==> config.mk <==
export PLATFORM = sky130hd
export DESIGN_NAME = ex_mem
export DESIGN_NICKNAME = d
export VERILOG_FILES = /design/src/rtl/ex_mem_pkg.sv /design/src/rtl/ex_mem.sv
export SDC_FILE = /design/constraint.sdc
export NUM_CORES = 1
export LEC_CHECK = 0
export CAP_MARGIN = 30
export CORE_MARGIN = 8
export CORE_UTILIZATION = 30
export CTS_BUF_LIST = sky130_fd_sc_hd__clkbuf_4 sky130_fd_sc_hd__clkbuf_8
export CTS_CLUSTER_SIZE = 16
export DETAILED_ROUTE_END_ITERATION = 6
export SLEW_MARGIN = 40
export SYNTH_ARGS = -nofsm -noshare
export SYNTH_HDL_FRONTEND = slang
export SYNTH_SLANG_ARGS = --single-unit
==> constraint.sdc <==
create_clock -name clk -period 0.8 [get_ports clk]
set_input_delay 0.12 -clock clk [delete_from_list [all_inputs] [get_ports clk]]
set_output_delay 0.12 -clock clk [all_outputs]
set_load 0.02 [all_outputs]
==> src/rtl/ex_mem_pkg.sv <==
// Shared definitions for the EX/MEM pipeline register: stall bit positions,
// constants, aluop encodings, multi-cycle step counts and the slot record.
package ex_mem_pkg;

  localparam int STALL_EX  = 3;
  localparam int STALL_MEM = 4;

  localparam logic [31:0] ZERO_WORD = 32'h0000_0000;

  localparam logic [7:0] ALUOP_NOP   = 8'h00;
  localparam logic [7:0] ALUOP_MADD  = 8'hA6;
  localparam logic [7:0] ALUOP_MADDU = 8'hA8;
  localparam logic [7:0] ALUOP_MSUB  = 8'hAA;
  localparam logic [7:0] ALUOP_MSUBU = 8'hAB;
  localparam logic [7:0] ALUOP_LW    = 8'hE3;
  localparam logic [7:0] ALUOP_SW    = 8'hEB;

  // MADD/MSUB step count values carried between EX and the carry register
  localparam logic [1:0] CNT_IDLE  = 2'd0;
  localparam logic [1:0] CNT_STEP1 = 2'd1;

  typedef enum logic [1:0] {
    ACT_FLUSH   = 2'd0,
    ACT_BUBBLE  = 2'd1,
    ACT_ADVANCE = 2'd2,
    ACT_HOLD    = 2'd3
  } act_e;

  typedef struct packed {
    logic [4:0]  wd;
    logic        wreg;
    logic [31:0] wdata;
    logic [31:0] hi;
    logic [31:0] lo;
    logic        whilo;
    logic [7:0]  aluop;
    logic [31:0] mem_addr;
    logic [31:0] reg2;
    logic        valid;
  } mem_slot_t;

  function automatic act_e sel_action(input logic flush, input logic ex_stall,
                                      input logic mem_stall);
    act_e act;
    if (flush) begin
      act = ACT_FLUSH;
    end else if (!ex_stall) begin
      act = ACT_ADVANCE;
    end else if (!mem_stall) begin
      act = ACT_BUBBLE;
    end else begin
      act = ACT_HOLD;
    end
    return act;
  endfunction

endpackage

==> src/rtl/ex_mem.sv <==
// EX/MEM pipeline register with flush/bubble/advance/hold control and the
// partial-product carry register used by two-step MADD/MSUB.
module ex_mem
  import ex_mem_pkg::*;
#(
  parameter int CNT_W   = 2,
  parameter int STALL_W = 6
) (
  input  logic               clk,
  input  logic               rst,
  input  logic [STALL_W-1:0] stall,
  input  logic               flush,
  input  logic [4:0]         ex_wd,
  input  logic               ex_wreg,
  input  logic [31:0]        ex_wdata,
  input  logic [31:0]        ex_hi,
  input  logic [31:0]        ex_lo,
  input  logic               ex_whilo,
  input  logic [7:0]         ex_aluop,
  input  logic [31:0]        ex_mem_addr,
  input  logic [31:0]        ex_reg2,
  input  logic [63:0]        hilo_i,
  input  logic [CNT_W-1:0]   cnt_i,
  output logic [4:0]         mem_wd,
  output logic               mem_wreg,
  output logic [31:0]        mem_wdata,
  output logic [31:0]        mem_hi,
  output logic [31:0]        mem_lo,
  output logic               mem_whilo,
  output logic [7:0]         mem_aluop,
  output logic [31:0]        mem_mem_addr,
  output logic [31:0]        mem_reg2,
  output logic               mem_valid,
  output logic [63:0]        hilo_o,
  output logic [CNT_W-1:0]   cnt_o
);

  // Masks read the whole stall vector so the unused bits drop out cleanly.
  localparam logic [STALL_W-1:0] EX_MASK  = STALL_W'(1) << STALL_EX;
  localparam logic [STALL_W-1:0] MEM_MASK = STALL_W'(1) << STALL_MEM;

  logic       ex_stall_s;
  logic       mem_stall_s;
  act_e       act_s;
  mem_slot_t  slot_d, slot_q;
  logic [63:0]      hilo_d, hilo_q;
  logic [CNT_W-1:0] cnt_d, cnt_q;

  assign ex_stall_s  = |(stall & EX_MASK);
  assign mem_stall_s = |(stall & MEM_MASK);
  assign act_s       = sel_action(flush, ex_stall_s, mem_stall_s);

  // Next-state selection for the slot and the carry register
  always_comb begin
    slot_d = slot_q;
    hilo_d = hilo_q;
    cnt_d  = cnt_q;
    case (act_s)
      ACT_FLUSH: begin
        slot_d = '0;
        hilo_d = {ZERO_WORD, ZERO_WORD};
        cnt_d  = CNT_W'(CNT_IDLE);
      end
      ACT_BUBBLE: begin
        slot_d = '0;
        hilo_d = hilo_i;
        cnt_d  = cnt_i;
      end
      ACT_ADVANCE: begin
        slot_d.wd       = ex_wd;
        slot_d.wreg     = ex_wreg;
        slot_d.wdata    = ex_wdata;
        slot_d.hi       = ex_hi;
        slot_d.lo       = ex_lo;
        slot_d.whilo    = ex_whilo;
        slot_d.aluop    = ex_aluop;
        slot_d.mem_addr = ex_mem_addr;
        slot_d.reg2     = ex_reg2;
        slot_d.valid    = 1'b1;
        hilo_d          = {ZERO_WORD, ZERO_WORD};
        cnt_d           = CNT_W'(CNT_IDLE);
      end
      ACT_HOLD: begin
        slot_d = slot_q;
        hilo_d = hilo_q;
        cnt_d  = cnt_q;
      end
      default: begin
        slot_d = '0;
        hilo_d = {ZERO_WORD, ZERO_WORD};
        cnt_d  = CNT_W'(CNT_IDLE);
      end
    endcase
  end

  // Register bank and carry register, cleared asynchronously by rst
  always_ff @(posedge clk or negedge rst) begin
    if (!rst) begin
      slot_q <= '0;
      hilo_q <= 64'h0;
      cnt_q  <= '0;
    end else begin
      slot_q <= slot_d;
      hilo_q <= hilo_d;
      cnt_q  <= cnt_d;
    end
  end

  assign mem_wd       = slot_q.wd;
  assign mem_wreg     = slot_q.wreg;
  assign mem_wdata    = slot_q.wdata;
  assign mem_hi       = slot_q.hi;
  assign mem_lo       = slot_q.lo;
  assign mem_whilo    = slot_q.whilo;
  assign mem_aluop    = slot_q.aluop;
  assign mem_mem_addr = slot_q.mem_addr;
  assign mem_reg2     = slot_q.reg2;
  assign mem_valid    = slot_q.valid;
  assign hilo_o       = hilo_q;
  assign cnt_o        = cnt_q;

endmodule

==> reports/results.tsv, run 1 <==
stage	metric	value	unit
status	status	finished with violations	
status	failing checks	negative hold slack, negative setup slack	
clocking	Clock Path Buffers	3	
power_and_ir_drop	Worst IR Drop VDD	1660	uV
placement	pre-CTS WS	-0.381	ns
clocking	CTS buffer count	45	
min_path	Min-Delay Path Class	in2async	
yosys	cell taking the most area after synthesis	dfrtp_1	
placement	Port-buffer cells	487	
yosys	top post-synthesis cells by area	dfrtp_1 59%, nand2b_1 10%, a21oi_1 8.3%	
flow_run	max-cap viol count	0	
floorplanning	Top Ports	492	
cells_and_area	layout cell share with drive strength beyond 1	35.8	%
sta	Fin Clk Skew	0	ns
global_routing	Total Routing Usage GR	19.8	%
cells_and_area	multi-input logic area	4140	um^2
detailed_routing	Post-Route WL	42500	um
global_routing	largest net degree at the start of global routing	54	
setup_path	worst path cell trace	buf_6	
power_and_ir_drop	NetSw	8.41	mW
detailed_routing	routed vias	9870	
detailed_routing	DR WL/cell	20.2	um
global_routing	GR Overflow Total	0	
setup_path	crit path max fanout	2	
detailed_routing	Via density	4.69	
floorplanning	Cell Rows	68	
clocking	Clock Tree Root	clkbuf_8	
setup_path	Worst setup EP type	output pin	
cells_and_area	design area	18900	um^2
sta	RSZ-0062 raised after global routing	yes	
sta	WHS	-0.00775	ns
sta	Final Setup Violations	275	
power_and_ir_drop	static leakage	8.63	nW
yosys	cell area after synthesis	10300	um^2
setup_path	Worst setup SP type	flop	
clocking	Reg clk slew, reported paths	0.07	ns
floorplanning	full die area	40600	um^2
cells_and_area	Filler cells	3005	
global_routing	initial antenna violation count	4	
setup_path	critical path class	reg2out	
placement	Final GP Congestion	0.806	
sta	Peak Freq	766	MHz
power_and_ir_drop	Comb pwr share	19.5	%
detailed_routing	post-route ant nets	0	
sta	setup ws final	-0.505	ns
cells_and_area	Register Area	6060	um^2
floorplanning	initial core utilization	30.2	%
sta	Worst-Margin Slew	0.381	ns
yosys	Synth warnings	0	
sta	Final Max Tran Viols	0	
setup_path	Worst Path Required	0.68	ns
power_and_ir_drop	pwr/cell area	1680	nW/um^2
cells_and_area	Nets	1870	
cells_and_area	layout overhead on the synthesized area	83.7	%
floorplanning	Die Ht	201	um
sta	setup TNS	-105.10	ns
yosys	Synth cell types	14	
power_and_ir_drop	sequential share of power	41.4	%
yosys	post-synthesis sequential area ratio	58.7	%
sta	Tcrit/Tclk final	163	%
sta	Fin. Hold Viols	5	
setup_path	CP top delay family	flip-flops	
clocking	Max H-tree Level	2	
detailed_routing	drt drc	0	
yosys	Yosys top cell area share	58.7	%
global_routing	global-route wire length before repair	63100	um
floorplanning	core region area	34200	um^2
yosys	cell count after synthesis	987	
global_routing	vias in the first global route	10200	
power_and_ir_drop	Switching Share	26.5	%
clocking	CTS tree	built	
placement	DP Area	16400	um^2
yosys	Syn Area/Cell	10.4	um^2
yosys	syn_nets	1237	
detailed_routing	Initial DRC Count	476	
detailed_routing	drt first pass iters	4	
cells_and_area	commonest cells after routing, fill and taps aside	269 x buf_6, 241 x clkdlybuf4s50_1, 237 x dfrtp_1	
setup_path	Crit-path slowest cell	dfrtp_1	
setup_path	Max stage delay on crit path	0.44	ns
power_and_ir_drop	total chip power	31.8	mW
placement	hpwl dp	29500	um
power_and_ir_drop	Internal Power	23.4	mW
power_and_ir_drop	clock share of power	39.1	%
setup_path	R2R Setup Slk	-0.11	ns
floorplanning	DIE WIDTH	201	um
sta	headroom to the max-slew limit	74.6	%
sta	min cycle time layout	1.30	ns
clocking	clock sinks	242	
clocking	worst-skew pair later-pin latency	0.58	ns
setup_path	Critical path buffers and inverters	1	
cells_and_area	commonest non-fill, non-tap cell in the layout	buf_6	
setup_path	Crit path arrival time	1.18	ns
yosys	synthesized flop and latch total	242	
routing by layer:
| layer | track usage [%] | part of all wire, % |
|---|---|---|
| met1 | 23.7 | 40 |
| met2 | 31.6 | 47 |
| met3 | 8.17 | 9.4 |
| met4 | 7.15 | 2.8 |
| met5 | 0 | 0.13 |
area by class of cell:
type / instances / share of cell area [%]
timing repair buffer: 676 / 38.2
clock buffer: 72 / 4.64
multi-input combinational: 655 / 21.9
tap: 455 / 3.01
sequential: 242 / 32.0
clock inverter: 3 / 0.225
antenna: 1 / 0.0132
path summary, 6_finish.rpt:
path | startpoint | endpoint | cells after the start
min reg2reg | hilo_o[57]$_DFFE_PN0P_ | hilo_o[57]$_DFFE_PN0P_ | 2
max reg2reg | mem_wdata[25]$_DFFE_PN0P_ | mem_wdata[25]$_DFFE_PN0P_ | 4
min | rst | hilo_o[49]$_DFFE_PN0P_ | 2
max | mem_wdata[25]$_DFFE_PN0P_ | mem_wdata[25] | 1
max in group asynchronous | rst | mem_mem_addr[9]$_DFFE_PN0P_ | 3
min in group clk | stall[3] | mem_wdata[25]$_DFFE_PN0P_ | 4
power groups by stage:
stage	registers, mW	clock network (mW)	logic (mW)
global route	13.2	13.3	6.63
floorplan	13.9	0	1.49
CTS	13.1	12.9	5.90
global placement	13.2	0	5.56
detailed placement	13.3	0	5.58
finish	13.2	12.4	6.20
repair_timing:
action / 4_1_cts / 5_1_grt
cloned: 0 / 6
hold buffers: 11 / 3
setup buffers: 42 / 60
endpoints found under the hold margin: 264 / 8
resized for setup: 1414 / 114
pin swaps: 3 / 72
setup endpoints to repair: 251 / 419
cells in the mapped netlist:
library cell  number
buf_4             13
buf_6             10
buf_1              4
nor2_1            67
nand2b_1         172
dfrtp_1          242
nand3_1          171
mux2i_1           66
clkbuf_1          35
a21oi_1          172
buf_2             29
nor2b_1            1
nand2_1            1
a32o_1             4
state kept, by name, summed over array words and instances, names as in the netlist:
| name | cells |
|---|---|
| hilo_o | 64 |
| mem_hi | 32 |
| mem_lo | 32 |
| mem_mem_addr | 32 |
| mem_reg2 | 32 |
| mem_wdata | 32 |
| mem_aluop | 8 |
| mem_wd | 5 |
| cnt_o | 2 |
| mem_valid | 1 |
| mem_whilo | 1 |
| mem_wreg | 1 |
per-stage QoR:
stage / util [%] / std cells
floorplan: - / 987
global placement: 47.9 / 1934
detailed placement: 47.9 / 1934
CTS: 52.9 / 2061
global route: 55.4 / 2103
finish: 55.4 / 2104
logic make-up after synthesis:
family	count (synthesis)	synth area share, %
buffers and inverters	91	4.87
flip-flops	242	58.7
AND/OR/NAND/NOR	412	21.3
multiplexers	66	6.41
AO/OA/AOI/OAI	176	8.74
(Power assumes the default switching activity.)
==> run 2, diff against run 1 <==
- SETUP_SLACK_MARGIN: not set -> 0.3
==> reports/results.tsv, run 2 (synthesized netlist as in run 1, its figures left out) <==
stage	metric	value	unit	change
global_routing	GR Overflow Total	0		unchanged
cells_and_area	post-route insts no fill	2112		+0.38%
floorplanning	Cell Rows	68		unchanged
cells_and_area	multi-input logic area	4620	um^2	+11%
global_routing	initial antenna violation count	2		-2
cells_and_area	layout cell share with drive strength beyond 1	43.6	%	+7.8 points
sta	min cycle time layout	1.24	ns	-0.0606 ns
sta	Fin. Hold Viols	243		+238
detailed_routing	DR WL/cell	20.3	um	+0.39%
detailed_routing	post-route ant nets	0		unchanged
cells_and_area	layout overhead on the synthesized area	90.0	%	
clocking	CTS buffer count	45		unchanged
detailed_routing	routed vias	9922		+0.53%
sta	Fin Clk Skew	0	ns	unchanged
setup_path	Critical Path Stages	1		unchanged
global_routing	global-route wire length before repair	63300	um	+0.26%
placement	dpl cells	1925		-0.47%
status	failing checks	negative hold slack, negative setup slack		
clocking	Clock Path Buffers	3		unchanged
floorplanning	core region area	34200	um^2	unchanged
status	status	finished with violations		
sta	setup TNS	-103.50	ns	+1.61 ns
setup_path	Crit-path slowest cell	dfrtp_1		
setup_path	Max stage delay on crit path	0.41	ns	-0.03 ns
setup_path	Crit path arrival time	1.12	ns	-0.06 ns
clocking	CTS tree	built		
floorplanning	Die Ht	201	um	unchanged
setup_path	CP top delay family	flip-flops		
floorplanning	initial core utilization	30.2	%	unchanged
detailed_routing	drt first pass iters	4		unchanged
setup_path	worst r2r src	hilo_o[57]$_DFFE_PN0P_		
detailed_routing	Post-Route WL	42800	um	+0.77%
detailed_routing	drt drc	0		unchanged
setup_path	R2R Setup Slk	-0.21	ns	-0.10 ns
sta	setup ws final	-0.444	ns	+0.0606 ns
power_and_ir_drop	pwr/cell area	1650	nW/um^2	-1.7%
setup_path	crit path max fanout	2		unchanged
min_path	Min-Delay Path Class	in2async		
floorplanning	full die area	40600	um^2	unchanged
placement	hpwl dp	29300	um	-0.75%
global_routing	vias in the first global route	10300		+1.6%
setup_path	Worst Setup SP	mem_mem_addr[24]$_DFFE_PN0P_		
cells_and_area	commonest cells after routing, fill and taps aside	347 x buf_6, 241 x clkdlybuf4s50_1, 238 x dfrtp_1		
sta	WHS	-0.548	ns	-0.540 ns
clocking	worst-skew pair later-pin latency	0.56	ns	-0.02 ns
setup_path	Worst setup SP type	flop		
clocking	Max H-tree Level	2		unchanged
sta	Worst-Margin Slew	0.468	ns	+0.0866 ns
global_routing	Total Routing Usage GR	19.7	%	-0.11 points
global_routing	largest net degree at the start of global routing	71		+31%
setup_path	Worst Path Required	0.68	ns	about the same
floorplanning	Top Ports	492		unchanged
placement	Final GP Congestion	0.774		-4.0%
setup_path	Worst setup EP type	output pin		
setup_path	Critical path buffers and inverters	1		unchanged
cells_and_area	commonest non-fill, non-tap cell in the layout	buf_6		
cells_and_area	Register Area	6060	um^2	about the same
sta	Final Max Tran Viols	0		unchanged
sta	Final Setup Violations	302		+9.8%
clocking	Reg clk slew, reported paths	0.06	ns	about the same
setup_path	worst path cell trace	buf_6		
cells_and_area	Filler cells	2890		-3.8%
cells_and_area	max reg flops	64		unchanged
setup_path	critical path class	reg2out		
detailed_routing	Initial DRC Count	512		+7.6%
sta	Tcrit/Tclk final	156	%	-7.6 points
clocking	Clock Tree Root	clkbuf_8		
sta	Peak Freq	804	MHz	+4.9%
sta	headroom to the max-slew limit	68.8	%	-5.8 points
cells_and_area	Nets	1872		+0.11%
sta	RSZ-0062 raised after global routing	yes		
power_and_ir_drop	Worst IR Drop VDD	1220	uV	-27%
cells_and_area	Finished Core Util	57.3	%	+1.9 points
clocking	clock sinks	242		unchanged
placement	Port-buffer cells	487		unchanged
flow_run	max-cap viol count	0		unchanged
detailed_routing	Via density	4.70		+0.15%
floorplanning	DIE WIDTH	201	um	unchanged
power_and_ir_drop	static leakage	8.67	nW	+0.42%
setup_path	R2R cell count	5		+1
run 2: cell types whose count changed in the layout (fill, tap and decap cells not counted), sizes merged:
cell	delta
clkbuf	-2
clkinvlp	+1
buf	+17
nand2b	-1
dlymetal6s4s	-4
diode	+1
dlygate4sd3	-6
bufinv	-1
clkinv	+3
run 2: final timing paths:
| path | end |
|---|---|
| worst max-delay path | mem_mem_addr[24] |
| worst min-delay path | mem_lo[1]$_DFFE_PN0P_ |
| worst max register to register | hilo_o[57]$_DFFE_PN0P_ |
| worst min register to register | hilo_o[30]$_DFFE_PN0P_ |
| max in group asynchronous | mem_wd[2]$_DFFE_PN0P_ |
| min in group clk | mem_lo[19]$_DFFE_PN0P_ |
run 2: through the flow:
step | worst slack, ns | hold WS, ns | power [mW] | cell area, um^2
6_report | -0.444 | -0.548 | 32.3 | 19600
5_1_grt | -0.502 | -0.570 | 33.7 | 19600
4_1_cts | -0.499 | -0.590 | 32.2 | 18300
3_5_place_dp | -0.399 | 0.0377 | 18.8 | 16200
3_3_place_gp | -0.412 | 0.0403 | 18.7 | 16200
2_1_floorplan | -0.00625 | -0.176 | 15.4 | 10500
run 2: area by class of cell:
cell class | count | area share, %
Timing Repair Buffer | 679 | 37.6
Sequential cell | 242 | 30.9
Multi-Input combinational cell | 654 | 23.6
Clock buffer | 74 | 4.75
Tap cell | 455 | 2.91
Clock inverter | 6 | 0.179
Antenna cell | 2 | 0.0255
run 2: layer usage:
layer | GRT usage [%] | vias to the layer above | wire [um]
met4 | 6.89 | 0 | 1220
met5 | 0 | - | 0
met3 | 7.98 | 79 | 3890
met2 | 31.9 | 355 | 20700
met1 | 23.4 | 4872 | 17000
li1 | - | 4616 | -
run 2: power breakdown:
part           total, mW  internal, mW  switching (mW)
logic               6.40          3.49            2.91
registers           13.2          12.8           0.427
clock network       12.7          7.32            5.40
run 2: timing repair:
item / 4_1_cts / 5_1_grt
resized for setup: 1476 / 199
hold endpoints to repair: 253 / 245
pin swaps: 80 / 124
setup buffers: 36 / 69
endpoints found under the setup margin: 484 / 484
==> run 3, diff against run 2 <==
- CORE_AREA: not set -> 8 8 184 186
- CORE_MARGIN: 8 -> not set
- CORE_UTILIZATION: 30 -> not set
- DIE_AREA: not set -> 0 0 192 194
- PLACE_DENSITY: not set -> 0.7
==> reports/results.tsv, run 3 (synthesized netlist as in run 1, its figures left out) <==
stage	metric	value	unit	change
sta	WHS	-0.533	ns	+0.0146 ns
power_and_ir_drop	static leakage	8.80	nW	+1.5%
sta	setup ws final	-0.432	ns	+0.0120 ns
sta	Tcrit/Tclk final	154	%	-1.5 points
clocking	Max H-tree Level	2		unchanged
placement	dpl cells	1872		-2.8%
clocking	Reg clk slew, reported paths	0.06	ns	about the same
placement	Port-buffer cells	487		unchanged
setup_path	Critical path buffers and inverters	1		unchanged
floorplanning	DIE WIDTH	192	um	-4.7%
sta	Peak Freq	812	MHz	+0.97%
clocking	clock sinks	242		unchanged
sta	Final Max Tran Viols	0		unchanged
power_and_ir_drop	pwr/cell area	1690	nW/um^2	+2.2%
setup_path	Max stage delay on crit path	0.42	ns	about the same
power_and_ir_drop	total chip power	33.4	mW	+3.4%
cells_and_area	layout overhead on the synthesized area	92.1	%	
placement	hpwl dp	28800	um	-1.8%
flow_run	max-cap viol count	0		unchanged
power_and_ir_drop	NetSw	8.96	mW	+2.7%
cells_and_area	commonest cells after routing, fill and taps aside	340 x buf_6, 241 x clkdlybuf4s50_1, 238 x dfrtp_1		
power_and_ir_drop	Switching Share	26.8	%	-0.19 points
clocking	Clock Tree Root	clkbuf_8		
power_and_ir_drop	Comb pwr share	19.6	%	-0.2 points
detailed_routing	drt drc	0		unchanged
clocking	worst-skew pair later-pin latency	0.54	ns	-0.02 ns
detailed_routing	Post-Route WL	44000	um	+2.9%
cells_and_area	design area	19800	um^2	+1.1%
floorplanning	Top Ports	492		unchanged
setup_path	worst path cell trace	buf_6		
detailed_routing	Initial DRC Count	376		-27%
placement	DP Area	16300	um^2	+0.15%
cells_and_area	commonest non-fill, non-tap cell in the layout	buf_6		
status	status	finished with violations		
setup_path	Crit path arrival time	1.11	ns	about the same
floorplanning	full die area	37200	um^2	-8.2%
power_and_ir_drop	sequential share of power	39.5	%	-1.3 points
power_and_ir_drop	Worst IR Drop VDD	1530	uV	+26%
global_routing	GR Overflow Total	0		unchanged
detailed_routing	Via density	4.95		+5.3%
clocking	CTS buffer count	44		-2.2%
setup_path	critical path class	reg2out		
min_path	Min-Delay Path Class	in2async		
detailed_routing	routed vias	10300		+3.7%
setup_path	CP top delay family	flip-flops		
floorplanning	Cell Rows	65		-4.4%
sta	setup TNS	-99.52	ns	+3.97 ns
sta	Final Setup Violations	307		+1.7%
setup_path	Worst setup EP type	output pin		
placement	pre-CTS WS	-0.324	ns	+0.0744 ns
detailed_routing	drt first pass iters	4		unchanged
sta	headroom to the max-slew limit	72.5	%	+3.7 points
sta	min cycle time layout	1.23	ns	-0.0120 ns
cells_and_area	post-route insts no fill	2080		-1.5%
clocking	Clock Path Buffers	3		unchanged
sta	Worst-Margin Slew	0.412	ns	-0.0553 ns
setup_path	Worst setup SP type	flop		
floorplanning	core region area	31100	um^2	-9.2%
global_routing	global-route wire length before repair	60100	um	-5.0%
sta	Fin. Hold Viols	243		unchanged
sta	Fin Clk Skew	0	ns	unchanged
placement	Final GP Congestion	0.785		+1.4%
cells_and_area	layout cell share with drive strength beyond 1	44.7	%	+1.1 points
clocking	CTS tree	built		
power_and_ir_drop	Internal Power	24.4	mW	+3.7%
status	failing checks	negative hold slack, negative setup slack		
setup_path	Worst Path Required	0.68	ns	about the same
power_and_ir_drop	clock share of power	40.9	%	+1.5 points
cells_and_area	max reg flops	64		unchanged
cells_and_area	Nets	1893		+1.1%
floorplanning	Die Ht	194	um	-3.7%
global_routing	initial antenna violation count	2		unchanged
setup_path	crit path max fanout	2		unchanged
setup_path	Crit-path slowest cell	dfrtp_1		
global_routing	vias in the first global route	10400		+0.83%
global_routing	largest net degree at the start of global routing	47		-34%
sta	RSZ-0062 raised after global routing	yes		
floorplanning	initial core utilization	33.2	%	+3.0 points
global_routing	Total Routing Usage GR	20.4	%	+0.67 points
detailed_routing	DR WL/cell	21.2	um	+4.5%
detailed_routing	post-route ant nets	0		unchanged
[run 3: per-layer routing]
layer / vias to the layer above / wire, um / GRT usage, %
met4: 0 / 1430 / 7.81
met3: 85 / 4470 / 7.88
met1: 5101 / 16000 / 23.0
met5: - / 0 / 0
met2: 440 / 22100 / 34.2
li1: 4667 / - / -
[run 3: power by group through the flow]
stage	combinational, mW	sequential [mW]	clock (mW)
floorplan	1.52	13.9	0
global placement	5.47	13.2	0
detailed placement	5.52	13.2	0
CTS	5.94	13.1	13.9
global route	6.92	13.2	14.5
finish	6.55	13.2	13.6
[run 3: timing repair]
item	CTS	global route
setup endpoints to repair	484	484
hold endpoints to repair	243	243
resized for setup	1516	233
buffers inserted	57	70
gates cloned	0	0
pin swaps	55	138
[run 3: area by class of cell]
type | count | area, um^2
Clock buffer | 61 | 796
Multi-Input combinational cell | 654 | 4650
Tap cell | 402 | 503
Fill cell | 2238 | 11300
Clock inverter | 18 | 231
Sequential cell | 242 | 6060
Antenna cell | 2 | 5.00
Timing Repair Buffer | 701 | 7560
[run 3: final timing paths]
kind,start,endpoint,slack (ns),cells past startpoint
max,mem_hi[31]$_DFFE_PN0P_,mem_hi[31],-0.43,1
min,rst,mem_mem_addr[6]$_DFFE_PN0P_,-0.53,1
max reg2reg,hilo_o[12]$_DFFE_PN0P_,hilo_o[12]$_DFFE_PN0P_,-0.19,4
min reg2reg,mem_hi[3]$_DFFE_PN0P_,mem_hi[3]$_DFFE_PN0P_,0.54,2
max in group asynchronous,rst,mem_mem_addr[26]$_DFFE_PN0P_,0.82,2
min in group clk,stall[3],mem_hi[3]$_DFFE_PN0P_,-0.02,3
[run 3: metrics by stage]
step | util (%) | hold WS, ns
after global routing | 63.8 | -0.565
final | 63.8 | -0.533
after CTS | 58.9 | -0.580
after floorplan | - | -0.176
after global placement | 52.3 | 0.0307
after detailed placement | 52.3 | 0.0302
